**src/rtl/n_ms_c2_accumulator.sv**
```systemverilog
// Sign-magnitude operand accumulator: converts each operand to W-bit two's complement,
// sums COUNT operands per batch and hands the result on over a 4-phase handshake.
module n_ms_c2_accumulator #(
  parameter int N     = 2,
  parameter int W     = 4,
  parameter int COUNT = 4
) (
  input  logic         clock,
  input  logic         reset_,
  input  logic [N-1:0] x_abs,
  input  logic         sgn,
  input  logic         dav_,
  output logic         rfd,
  output logic [W-1:0] sum,
  output logic         ow,
  output logic         dav_out_,
  input  logic         rfd_out
);

  localparam int CW = $clog2(COUNT + 1);

  typedef enum logic [1:0] {
    S_READY   = 2'd0,
    S_RELEASE = 2'd1,
    S_OUT     = 2'd2,
    S_OUT_REL = 2'd3
  } state_t;

  state_t         state_q, state_d;
  logic [W-1:0]   acc_q, acc_d;
  logic [CW-1:0]  cnt_q, cnt_d;
  logic           acc_ow_q, acc_ow_d;
  logic [W-1:0]   sum_q, sum_d;
  logic           ow_q, ow_d;
  logic           rfd_q, rfd_d;
  logic           dav_out_q, dav_out_d;

  logic [W-1:0]   x_ext;
  logic [W-1:0]   v;
  logic [W-1:0]   acc_next;
  logic           add_ovf;

  // Negative zero falls out naturally: -0 == 0 in W bits.
  always_comb begin
    x_ext    = W'(x_abs);
    v        = sgn ? (-x_ext) : x_ext;
    acc_next = acc_q + v;
    add_ovf  = (acc_q[W-1] == v[W-1]) && (acc_next[W-1] != acc_q[W-1]);
  end

  always_comb begin
    state_d   = state_q;
    acc_d     = acc_q;
    cnt_d     = cnt_q;
    acc_ow_d  = acc_ow_q;
    sum_d     = sum_q;
    ow_d      = ow_q;
    rfd_d     = rfd_q;
    dav_out_d = dav_out_q;

    case (state_q)
      S_READY: begin
        if (!dav_) begin
          acc_d    = acc_next;
          acc_ow_d = acc_ow_q | add_ovf;
          cnt_d    = cnt_q + CW'(1);
          rfd_d    = 1'b0;
          state_d  = S_RELEASE;
        end
      end
      S_RELEASE: begin
        if (dav_) begin
          if (cnt_q == CW'(COUNT)) begin
            sum_d     = acc_q;
            ow_d      = acc_ow_q;
            dav_out_d = 1'b0;
            state_d   = S_OUT;
          end else begin
            rfd_d   = 1'b1;
            state_d = S_READY;
          end
        end
      end
      S_OUT: begin
        // Wait for the consumer's low phase even if rfd_out is already high.
        if (!rfd_out) begin
          dav_out_d = 1'b1;
          state_d   = S_OUT_REL;
        end
      end
      S_OUT_REL: begin
        if (rfd_out) begin
          acc_d    = '0;
          acc_ow_d = 1'b0;
          cnt_d    = '0;
          rfd_d    = 1'b1;
          state_d  = S_READY;
        end
      end
      default: begin
        state_d   = S_READY;
        acc_d     = '0;
        cnt_d     = '0;
        acc_ow_d  = 1'b0;
        sum_d     = '0;
        ow_d      = 1'b0;
        rfd_d     = 1'b1;
        dav_out_d = 1'b1;
      end
    endcase
  end

  always_ff @(posedge clock or negedge reset_) begin
    if (!reset_) begin
      state_q   <= S_READY;
      acc_q     <= '0;
      cnt_q     <= '0;
      acc_ow_q  <= 1'b0;
      sum_q     <= '0;
      ow_q      <= 1'b0;
      rfd_q     <= 1'b1;
      dav_out_q <= 1'b1;
    end else begin
      state_q   <= state_d;
      acc_q     <= acc_d;
      cnt_q     <= cnt_d;
      acc_ow_q  <= acc_ow_d;
      sum_q     <= sum_d;
      ow_q      <= ow_d;
      rfd_q     <= rfd_d;
      dav_out_q <= dav_out_d;
    end
  end

  assign rfd      = rfd_q;
  assign sum      = sum_q;
  assign ow       = ow_q;
  assign dav_out_ = dav_out_q;

endmodule

```
**config.mk**
```make
export PLATFORM = sky130hd
export DESIGN_NAME = n_ms_c2_accumulator
export DESIGN_NICKNAME = d
export VERILOG_FILES = /design/src/rtl/n_ms_c2_accumulator.sv
export SDC_FILE = /design/constraint.sdc
export NUM_CORES = 1
export LEC_CHECK = 0
export CAP_MARGIN = 20
export CORE_UTILIZATION = 55
export DETAILED_ROUTE_END_ITERATION = 8
export GPL_TIMING_DRIVEN = 1
export PLACE_DENSITY = 0.84
export SYNTH_ARGS = -nofsm -noshare
export SYNTH_HDL_FRONTEND = slang
export SYNTH_SLANG_ARGS = --single-unit
```
**constraint.sdc**
```tcl
create_clock -name clock -period 3.7 [get_ports clock]
set_input_delay 0.555 -clock clock [delete_from_list [all_inputs] [get_ports clock]]
set_output_delay 0.555 -clock clock [all_outputs]
set_load 0.005 [all_outputs]
```
# Yosys cells after proc, flatten, opt, wreduce, memory -nomap -nowiden
# Cells that the tools add are included.
# word_totals
inputBits	7
regBits	17
wordCells	59
output_inout_bits	7
# classes
reduce_logical	10
bitwise_logic	1
n_mux	25
n_addsub	3
n_eq_ne	12
# ops
cell	n
4-bit 2-to-1 mux	3
2-bit inequality test, second input constant	6
2-bit 2-to-1 mux	5
1-bit 2-to-1 mux	9
2-bit case mux with 4 select lines	1
4-bit case mux with 2 select lines	1
4-bit AND reduction	2
3-bit 2-to-1 mux	2
3-bit case mux with 2 select lines	1
3-bit AND reduction	2
5-bit AND reduction	1
4-bit adder	1
2-bit == test, second input constant	2
2-bit negator with 4-bit output	1
1-bit case mux with 2 select lines	2
2-bit nonzero test	2
3-bit by 1-bit adder with 3-bit output, second input constant	1
3-bit == test, second input constant	1
1-bit case mux with 3 select lines	1
3-bit nonzero test	1
2-bit by 1-bit == test with 1-bit output, second input constant	1
2-bit logical NOT	1
1-bit == test	1
1-bit logical AND	1
2 further kinds	2

# Depth between registers and ports, before layout
# Gate-level depths: netlist of the first run.
# depth
ltp_word	8
mapped_depth	9
ltp_nobuf	9

# Worst setup path before layout of the first run
# OpenSTA, ideal clock, no wires.
# synth_timing
kind	input port to flip-flop
startpoint	in x_abs[0]
endpoint	reg acc_q[3]
required_ps	3574
arrival_time_ps	2075
cell_stages	9
n_path_buf	0
setup_ps	126
setup_slack_ps	1499
cell_sequence	inv_1 -> ha_1 -> nand2b_1 -> inv_1 -> ha_1 -> a21oi_1 -> a21oi_1 -> or2_1 -> a221o_1
# synth_between
elab_chain_len	5
# synth_lines
item	line_no	rtl
start, declared	10	input logic [N-1:0] x_abs,
2-bit negator with 4-bit output	46	v = sgn ? (-x_ext) : x_ext;
4-bit 2-to-1 mux (*)	46	
4-bit adder (*)	47	acc_next = acc_q + v;
4-bit 2-to-1 mux (*)	63	if (!dav_) begin
4-bit case mux with 2 select lines (*)	61	case (state_q)
end signal, assigned	116	acc_q <= '0;
end signal, assigned	125	acc_q <= acc_d;
end, declared	30	logic [W-1:0] acc_q, acc_d;
# Mark *: on every way between the ends. The rest lies on a longest branch, timed or not. The select of a mux whose other input is x is not followed.
# A chain may end at the register's enable or synchronous reset.

# Worst setup path after layout of the first run
# Ends and elaborated chain as after synthesis.

==> results of run 1 <==
power groups by stage:
| stage | clock network (uW) | logic, uW | registers, uW |
|---|---|---|---|
| 4_1_cts | 104 | 447 | 340 |
| 5_1_grt | 112 | 510 | 351 |
| 3_5_place_dp | 0 | 445 | 344 |
| 6_report | 103 | 446 | 338 |
| 2_1_floorplan | 0 | 306 | 333 |
| 3_3_place_gp | 0 | 430 | 339 |
metal layers:
metal	GRT usage (%)	vias up
met5	0	-
met1	29.6	362
met2	30.6	15
met4	9.70	0
met3	6.00	4
li1	-	390
kinds of logic after synthesis:
logic type,share of synthesized area (%)
flip-flops,42.3
adder cells (fa/ha/maj),14.4
XOR/XNOR,0.866
buffers and inverters,4.95
AND/OR/NAND/NOR,16.5
AO/OA/AOI/OAI,14.6
multiplexers,6.44
worst max-delay path, stage by stage:
cell and delay, ns:
sky130_fd_sc_hd__clkdlybuf4s50_1 0.48, sky130_fd_sc_hd__inv_1 0.05, sky130_fd_sc_hd__ha_1 0.17, sky130_fd_sc_hd__nand2b_1 0.16, sky130_fd_sc_hd__inv_1 0.10, sky130_fd_sc_hd__ha_1 0.27
sky130_fd_sc_hd__a21oi_1 0.27, sky130_fd_sc_hd__a21oi_1 0.14, sky130_fd_sc_hd__or2_1 0.24, sky130_fd_sc_hd__a221o_1 0.29
sequential cells by signal, indices dropped and copies added (netlist names), named ones only:
name      count
acc_ow_q      1
acc_q         4
cnt_q         3
dav_out_      1
ow            1
rfd           1
state_q       1
sum           4
cell usage in the layout, fill, tap and decap left out, drive strengths merged, types with 2 or more instances in the layout:
cell type       n
dfstp           2
dfrtp          15
a21oi           7
nand3           4
a22o            2
nand4           2
clkdlybuf4s50  13
nand2b          2
mux2i           2
ha             10
o21ai          10
clkbuf          3
nor2            2
inv            12
nand2          11
mux2            4
path summary, 6_finish.rpt:
| kind | startpoint | end | cells after the start |
|---|---|---|---|
| worst max-delay path | x_abs[0] | acc_q[3]$_DFFE_PN0P_ | 10 |
| worst min-delay path | sum[1]$_DFFE_PN0P_ | sum[1]$_DFFE_PN0P_ | 2 |
| worst max register to register | state_q[0]$_DFFE_PN0P_ | acc_q[3]$_DFFE_PN0P_ | 4 |
| worst min register to register | sum[1]$_DFFE_PN0P_ | sum[1]$_DFFE_PN0P_ | 2 |
| max in group asynchronous | reset_ | cnt_q[2]$_DFFE_PN0P_ | 1 |
| min in group asynchronous | reset_ | sum[3]$_DFFE_PN0P_ | 1 |
through the flow:
stage               std cells  instance area [um2]
finish                    143                 1190
global route              143                 1190
CTS                       143                 1190
detailed placement        139                 1170
global placement          139                 1170
floorplan                 102                 1010
layout make-up:
class / instances / area (um2)
Clock buffer: 3 / 22.5
Clock inverter: 1 / 5.00
Inverter: 12 / 45.0
Tap cell: 25 / 31.3
Multi-Input combinational cell: 72 / 533
Fill cell: 142 / 532
Sequential cell: 17 / 428
Timing Repair Buffer: 13 / 130
==> tab_implementation.tex, run 1 <==
\begin{tabular}{lr}
\hline
Metric & Value \\
\hline
\multicolumn{2}{l}{\textbf{Outcome}} \\
\quad Run status & finished, final reports clean \\
\multicolumn{2}{l}{\textbf{Layout}} \\
\quad Net count reported at finish & 137 \\
\quad Area growth syn-to-layout & 18.2\% \\
\quad Layout cells sized above 1 & a little under an eighth \\
\quad Number of diodes added for antenna fixing & 0 \\
\quad Final core utilization & roughly 69\% \\
\multicolumn{2}{l}{\textbf{Routing}} \\
\quad Total length of routed met2 wires & 795 um \\
\quad Number of detailed-routing iterations run before antenna repair & 4 \\
\quad DR WL met3 & $\sim$59 um \\
\quad Detail-routed net length per standard cell & 12.3 um \\
\quad Met1 routed wirelength after detailed routing & 871 um \\
\quad Count of vias placed by the detailed router & 771 \\
\quad Post-route DRC violation count & 0 \\
\quad Uppermost routed layer & met4 \\
\quad DRC marker count from the first detailed-route iteration & 15 \\
\quad Final routed wirelength across all metal layers & between 1500 and 2000 um \\
\quad Via density per instance & between 5 and 6 \\
\quad Number of nets with antenna violations after detailed routing & 0 \\
\multicolumn{2}{l}{\textbf{Critical path}} \\
\quad Crit path launch type & primary input \\
\quad Minimum setup slack among reg-to-reg paths & roughly 1.9 ns \\
\quad Data required time at the worst endpoint & between 3 and 4 ns \\
\quad Critical path peak fanout & 4 \\
\quad Kind of critical path & primary input to flip-flop \\
\quad Arrival time worst endpoint & $\sim$2.7 ns \\
\quad Critical path capture point type & flip-flop \\
\multicolumn{2}{l}{\textbf{Clocking}} \\
\quad Clock buffer count from CTS & 3 \\
\quad Buffers inserted during post-CTS setup optimization & 0 \\
\quad Total clock sinks & 17 \\
\quad Hold-fix buffers at CTS & 0 \\
\quad Clock transition at the registers of the reported paths & about 0.11 ns \\
\quad Buffer cell driving the clock tree root & sky130\_fd\_sc\_hd\_\_clkbuf\_4 \\
\quad Worst skew pair latency & $\sim$0.29 ns \\
\quad Maximum buffer depth of the clock tree & 2 \\
\quad TritonCTS clock tree & yes \\
\quad Number of instances resized during post-cts repair & 0 \\
\quad H-Tree Level Count & 1 \\
\multicolumn{2}{l}{\textbf{Yosys}} \\
\quad Total of flip-flops plus latches after synthesis & 17 \\
\quad Synthesized area per cell & $\sim$10 um2 \\
\quad Async set or reset register ratio after synthesis & 100\% \\
\quad Post-synth design cell area & around 0.0010 mm2 \\
\quad Commonest cells in the synthesized netlist & sky130\_fd\_sc\_hd\_\_dfrtp\_1 (15), sky130\_fd\_sc\_hd\_\_inv\_1 (11), sky130\_fd\_sc\_hd\_\_nand2\_1 (11), sky130\_fd\_sc\_hd\_\_ha\_1 (10), sky130\_fd\_sc\_hd\_\_o21ai\_0 (10) \\
\quad Library cells used by synthesis & 32 \\
\quad Area contributors post-synth & sky130\_fd\_sc\_hd\_\_dfrtp\_1 (37\%), sky130\_fd\_sc\_hd\_\_ha\_1 (12\%), sky130\_fd\_sc\_hd\_\_dfstp\_2 (5.2\%) \\
\quad Post-Synthesis Net Count & 120 \\
\quad Library cell occupying the most area in the post-synthesis netlist & sky130\_fd\_sc\_hd\_\_dfrtp\_1 \\
\quad Top cell type's share of synthesized area & approximately 37\% \\
\quad Synth Flop Type & sky130\_fd\_sc\_hd\_\_dfrtp\_1 \\
\quad Share of the yosys chip area belonging to registers & a little over two fifths \\
\quad Library cell with the highest instance count after synthesis & sky130\_fd\_sc\_hd\_\_dfrtp\_1 \\
\quad Cell count after synthesis & slightly above 100 \\
\quad Number of synthesized flops with an enable pin & 0 \\
\quad Yosys synthesis warning count & 0 \\
\multicolumn{2}{l}{\textbf{Timing}} \\
\quad Count of endpoints failing setup in the final report & 0 \\
\quad Number of max-slew violations in the final report & 0 \\
\quad Final Worst Setup Slack & about 1.2 ns \\
\quad Final Hold Vio Count & 0 \\
\quad Tmin final & $\sim$2.5 ns \\
\quad Worst clock skew & 0.00534 ns \\
\quad Slew HR & roughly half \\
\quad RSZ-0062 raised after global routing & false \\
\quad Period utilization & between 60 and 70\% \\
\quad Tightest hold margin & 0.489 ns \\
\quad Max Clock Freq & between 0.3 and 0.4 GHz \\
\quad Setup TNS & 0 ns \\
\quad Worst Max-Slew Pin Slew & $\sim$0.74 ns \\
\multicolumn{2}{l}{\textbf{GRT}} \\
\quad Maximum number of pins on one net before global-route repair & 18 \\
\quad Wire length of the first global-routing pass & about 3000 um \\
\quad Total track usage & 21.2\% \\
\quad Via count of the first global-routing pass & just under 700 \\
\quad Number of antenna violations at the first check in global routing & 0 \\
\quad Total congestion overflow & 0 \\
\multicolumn{2}{l}{\textbf{Power and ir drop}} \\
\quad Power dissipated by switching net loads & between 300 and 400 uW \\
\quad Peak supply drop & 0.410 mV \\
\quad Internal Dissipation & roughly 540 uW \\
\quad Leakage component of the power & approximately 0.00055 uW \\
\quad Clock network fraction of total power & about 12\% \\
\quad Areal power density over the cells & $\sim$740 mW/mm2 \\
\quad Logic pwr share & 50.3\% \\
\quad Sequential cell fraction of total power & roughly two fifths \\
\quad Power consumption & slightly below 900 uW \\
\quad Sw Share & approximately 39\% \\
\multicolumn{2}{l}{\textbf{Die}} \\
\quad Die width & between 40 and 50 um \\
\quad Standard cell core area & 0.00173 mm2 \\
\quad Initial cell density of the core & between 50\% and 60\% \\
\quad Top-level port count & 14 \\
\quad Die Y & 44.9 um \\
\quad DIE AREA & approximately 0.002 mm2 \\
\quad Total number of placement rows & 15 \\
\multicolumn{2}{l}{\textbf{Place}} \\
\quad GPL Wtd Cong & roughly 0.82 \\
\quad DP HPWL & roughly 1300 um \\
\quad Post-place setup slack & around 0.86 ns \\
\quad Count of port buffers added during placement & 13 \\
\multicolumn{2}{l}{\textbf{Hold path}} \\
\quad Min-Delay Path Class & flip-flop to flip-flop \\
\multicolumn{2}{l}{\textbf{Run}} \\
\quad Number of violations of the max-capacitance limit & 0 \\
\hline
\end{tabular}
(Power assumes the default switching activity.)
==> run 2: changes to the inputs <==
--- a/config.mk
+++ b/config.mk
@@ -6,10 +6,10 @@
 export NUM_CORES = 1
 export LEC_CHECK = 0
 export CAP_MARGIN = 20
-export CORE_UTILIZATION = 55
+export CORE_UTILIZATION = 53
 export DETAILED_ROUTE_END_ITERATION = 8
 export GPL_TIMING_DRIVEN = 1
-export PLACE_DENSITY = 0.84
+export PLACE_DENSITY = 0.82
 export SYNTH_ARGS = -nofsm -noshare
 export SYNTH_HDL_FRONTEND = slang
 export SYNTH_SLANG_ARGS = --single-unit
==> constraint.sdc (replaced) <==
create_clock -name clock -period 2.51 [get_ports clock]
set_input_delay 0.3765 -clock clock [delete_from_list [all_inputs] [get_ports clock]]
set_output_delay 0.3765 -clock clock [all_outputs]
set_load 0.005 [all_outputs]
==> tab_implementation.tex, run 2 (synthesis gave the netlist of run 1 again) <==
\begin{tabular}{lr}
\hline
Metric & Value \\
\hline
\multicolumn{2}{l}{\textbf{Routing}} \\
\quad Final routed wirelength across all metal layers & 1960 um (+12\%) \\
\quad Count of vias placed by the detailed router & 820 (+6.4\%) \\
\quad Number of nets with antenna violations after detailed routing & 0 (unchanged) \\
\quad Via density per instance & 5.50 (+2.1\%) \\
\quad Detail-routed net length per standard cell & 13.2 um (+7.3\%) \\
\quad Post-route DRC violation count & 0 (unchanged) \\
\quad DRC marker count from the first detailed-route iteration & 21 (+6) \\
\quad Number of detailed-routing iterations run before antenna repair & 4 (unchanged) \\
\multicolumn{2}{l}{\textbf{Critical path}} \\
\quad Number of cell instances on the worst register-to-register path & 6 (+2) \\
\quad Minimum setup slack among reg-to-reg paths & 0.72 ns (-1.18 ns) \\
\quad Critical path peak fanout & 3 (-1) \\
\quad FF-to-FF End & acc\_q[3]\$\_DFFE\_PN0P\_ \\
\quad Data required time at the worst endpoint & 2.71 ns (-1.18 ns) \\
\quad Startpoint of the worst register-to-register path & state\_q[0]\$\_DFFE\_PN0P\_ \\
\quad Kind of critical path & primary input to flip-flop \\
\quad Crit path launch type & primary input \\
\quad Critical path capture point type & flip-flop \\
\quad Arrival time worst endpoint & 2.48 ns (-0.24 ns) \\
\multicolumn{2}{l}{\textbf{Layout}} \\
\quad Number of diodes added for antenna fixing & 0 (unchanged) \\
\quad Layout cells sized above 1 & 16.1\% (+4.3 points) \\
\quad Area growth syn-to-layout & 22.6\% \\
\quad Finished Cell Area & 0.00124 mm2 (+3.8\%) \\
\quad Final core utilization & 70.3\% (+1.1 points) \\
\quad Most common cell after layout, fill and taps aside & sky130\_fd\_sc\_hd\_\_dfrtp\_1 \\
\quad Net count reported at finish & 143 (+4.4\%) \\
\quad Most frequent cells in the layout & sky130\_fd\_sc\_hd\_\_dfrtp\_1 (15), sky130\_fd\_sc\_hd\_\_clkdlybuf4s50\_1 (13), sky130\_fd\_sc\_hd\_\_inv\_1 (11), sky130\_fd\_sc\_hd\_\_nand2\_1 (11) \\
\multicolumn{2}{l}{\textbf{Timing}} \\
\quad Final Worst Setup Slack & 0.230 ns (-0.946 ns) \\
\quad Tmin final & approximately 2.3 ns \\
\quad Setup TNS & 0 ns (unchanged) \\
\quad Slew HR & 49.9\% (-0.33 points) \\
\quad Count of endpoints failing setup in the final report & 0 (unchanged) \\
\quad Period utilization & approximately 90\% \\
\quad Tightest hold margin & 0.501 ns (+0.0115 ns) \\
\quad Worst clock skew & 0.00783 ns (+0.00249 ns) \\
\quad Max Clock Freq & approximately 0.44 GHz \\
\quad Final Hold Vio Count & 0 (unchanged) \\
\quad Number of max-slew violations in the final report & 0 (unchanged) \\
\quad RSZ-0062 raised after global routing & false \\
\quad Worst Max-Slew Pin Slew & 0.750 ns (+0.00491 ns) \\
\multicolumn{2}{l}{\textbf{Place}} \\
\quad DP HPWL & 1460 um (+11\%) \\
\quad GPL Wtd Cong & 0.805 (-1.5\%) \\
\quad Standard cell area after detailed placement & 0.00121 mm2 (+3.9\%) \\
\quad Post-place setup slack & -0.0885 ns (-0.953 ns) \\
\quad Count of port buffers added during placement & 13 (unchanged) \\
\multicolumn{2}{l}{\textbf{Die}} \\
\quad Standard cell core area & 0.00176 mm2 (+2.2\%) \\
\quad Initial cell density of the core & 57.3\% (-1.2 points) \\
\quad Total number of placement rows & 15 (unchanged) \\
\quad Die width & 45.7 um (+1.8\%) \\
\quad Die Y & 45.7 um (+1.8\%) \\
\quad Top-level port count & 14 (unchanged) \\
\quad DIE AREA & 0.00209 mm2 (+3.6\%) \\
\multicolumn{2}{l}{\textbf{GRT}} \\
\quad Maximum number of pins on one net before global-route repair & 18 (unchanged) \\
\quad Wire length of the first global-routing pass & 3310 um (+9.9\%) \\
\quad Total congestion overflow & 0 (unchanged) \\
\quad Total track usage & 23.0\% (+1.8 points) \\
\quad Via count of the first global-routing pass & 787 (+14\%) \\
\quad Number of antenna violations at the first check in global routing & 0 (unchanged) \\
\multicolumn{2}{l}{\textbf{Outcome}} \\
\quad Run status & finished, final reports clean \\
\multicolumn{2}{l}{\textbf{Clocking}} \\
\quad Clock transition at the registers of the reported paths & 0.11 ns (about the same) \\
\quad Number of instances resized during post-cts repair & 0 (unchanged) \\
\quad Total clock sinks & 17 (unchanged) \\
\quad Buffers inserted during post-CTS setup optimization & 0 (unchanged) \\
\quad Clock buffer count from CTS & 3 (unchanged) \\
\quad Hold-fix buffers at CTS & 0 (unchanged) \\
\quad Maximum buffer depth of the clock tree & 2 (unchanged) \\
\quad TritonCTS clock tree & yes \\
\quad Buffer cell driving the clock tree root & sky130\_fd\_sc\_hd\_\_clkbuf\_4 \\
\quad H-Tree Level Count & 1 (unchanged) \\
\quad Worst skew pair latency & 0.30 ns (about the same) \\
\multicolumn{2}{l}{\textbf{Power and ir drop}} \\
\quad Areal power density over the cells & 1090 mW/mm2 (+47\%) \\
\quad Peak supply drop & 0.503 mV (+22\%) \\
\quad Leakage component of the power & 0.000581 uW (+5.2\%) \\
\multicolumn{2}{l}{\textbf{Run}} \\
\quad Number of violations of the max-capacitance limit & 0 (unchanged) \\
\multicolumn{2}{l}{\textbf{Hold path}} \\
\quad Min-Delay Path Class & primary input to async pin \\
\hline
\end{tabular}
## run 2: cell count changes in the layout (fill, tap and decap cells not counted)
cell	before	now
sky130_fd_sc_hd__buf_4	0	6
## run 2: per-layer routing
layer  vias up  global-route usage [%]  part of all wire (%)
met5         -                       0                     0
met4         0                    11.5                   1.5
met3         4                    5.95                   4.3
met2        22                    36.0                    51
met1       391                    29.1                    43
li1        403                       -                     -
## run 2: through the flow
| stage | total power, uW | std cells |
|---|---|---|
| floorplan | 942 | 102 |
| global placement | 1160 | 145 |
| detailed placement | 1200 | 145 |
| CTS | 1360 | 149 |
| global route | 1480 | 149 |
| finish | 1350 | 149 |
## run 2: critical path, cell delays in order
cell	delay [ns]
sky130_fd_sc_hd__clkdlybuf4s50_1	0.47
sky130_fd_sc_hd__inv_1	0.05
sky130_fd_sc_hd__ha_1	0.28
sky130_fd_sc_hd__nand2_1	0.06
sky130_fd_sc_hd__o21ai_0	0.12
sky130_fd_sc_hd__ha_1	0.30
sky130_fd_sc_hd__nand3_1	0.12
sky130_fd_sc_hd__and3_1	0.21
sky130_fd_sc_hd__or2_1	0.20
sky130_fd_sc_hd__a221o_1	0.29
## run 2: layout make-up
class,count,area [um2]
clock buffer,3,22.5
clock inverter,1,5.00
fill,141,524
inverter,12,45.0
multi-input combinational,72,533
sequential,17,428
tap,25,31.3
timing repair buffer,19,175
## run 2: power by group
group / leakage [uW] / switching (uW) / internal, uW
sequential: 0.000209 / 94.3 / 406
combinational: 0.000354 / 343 / 357
clock: 0.0000177 / 92.8 / 59.5
total: 0.000581 / 530 / 823
## run 2: how the worst max path moves through the flow
stage	startpoint	end	slack, ns	cells past startpoint
floorplan	x_abs[0]	acc_q[3]$_DFFE_PN0P_	0.49	9
detailed placement	x_abs[0]	acc_q[3]$_DFFE_PN0P_	-0.09	10
global placement	x_abs[0]	acc_q[3]$_DFFE_PN0P_	-0.002	10
finish	x_abs[0]	acc_q[3]$_DFFE_PN0P_	0.23	10
global route	x_abs[0]	acc_q[3]$_DFFE_PN0P_	0.13	10
CTS	x_abs[0]	acc_q[3]$_DFFE_PN0P_	0.24	10
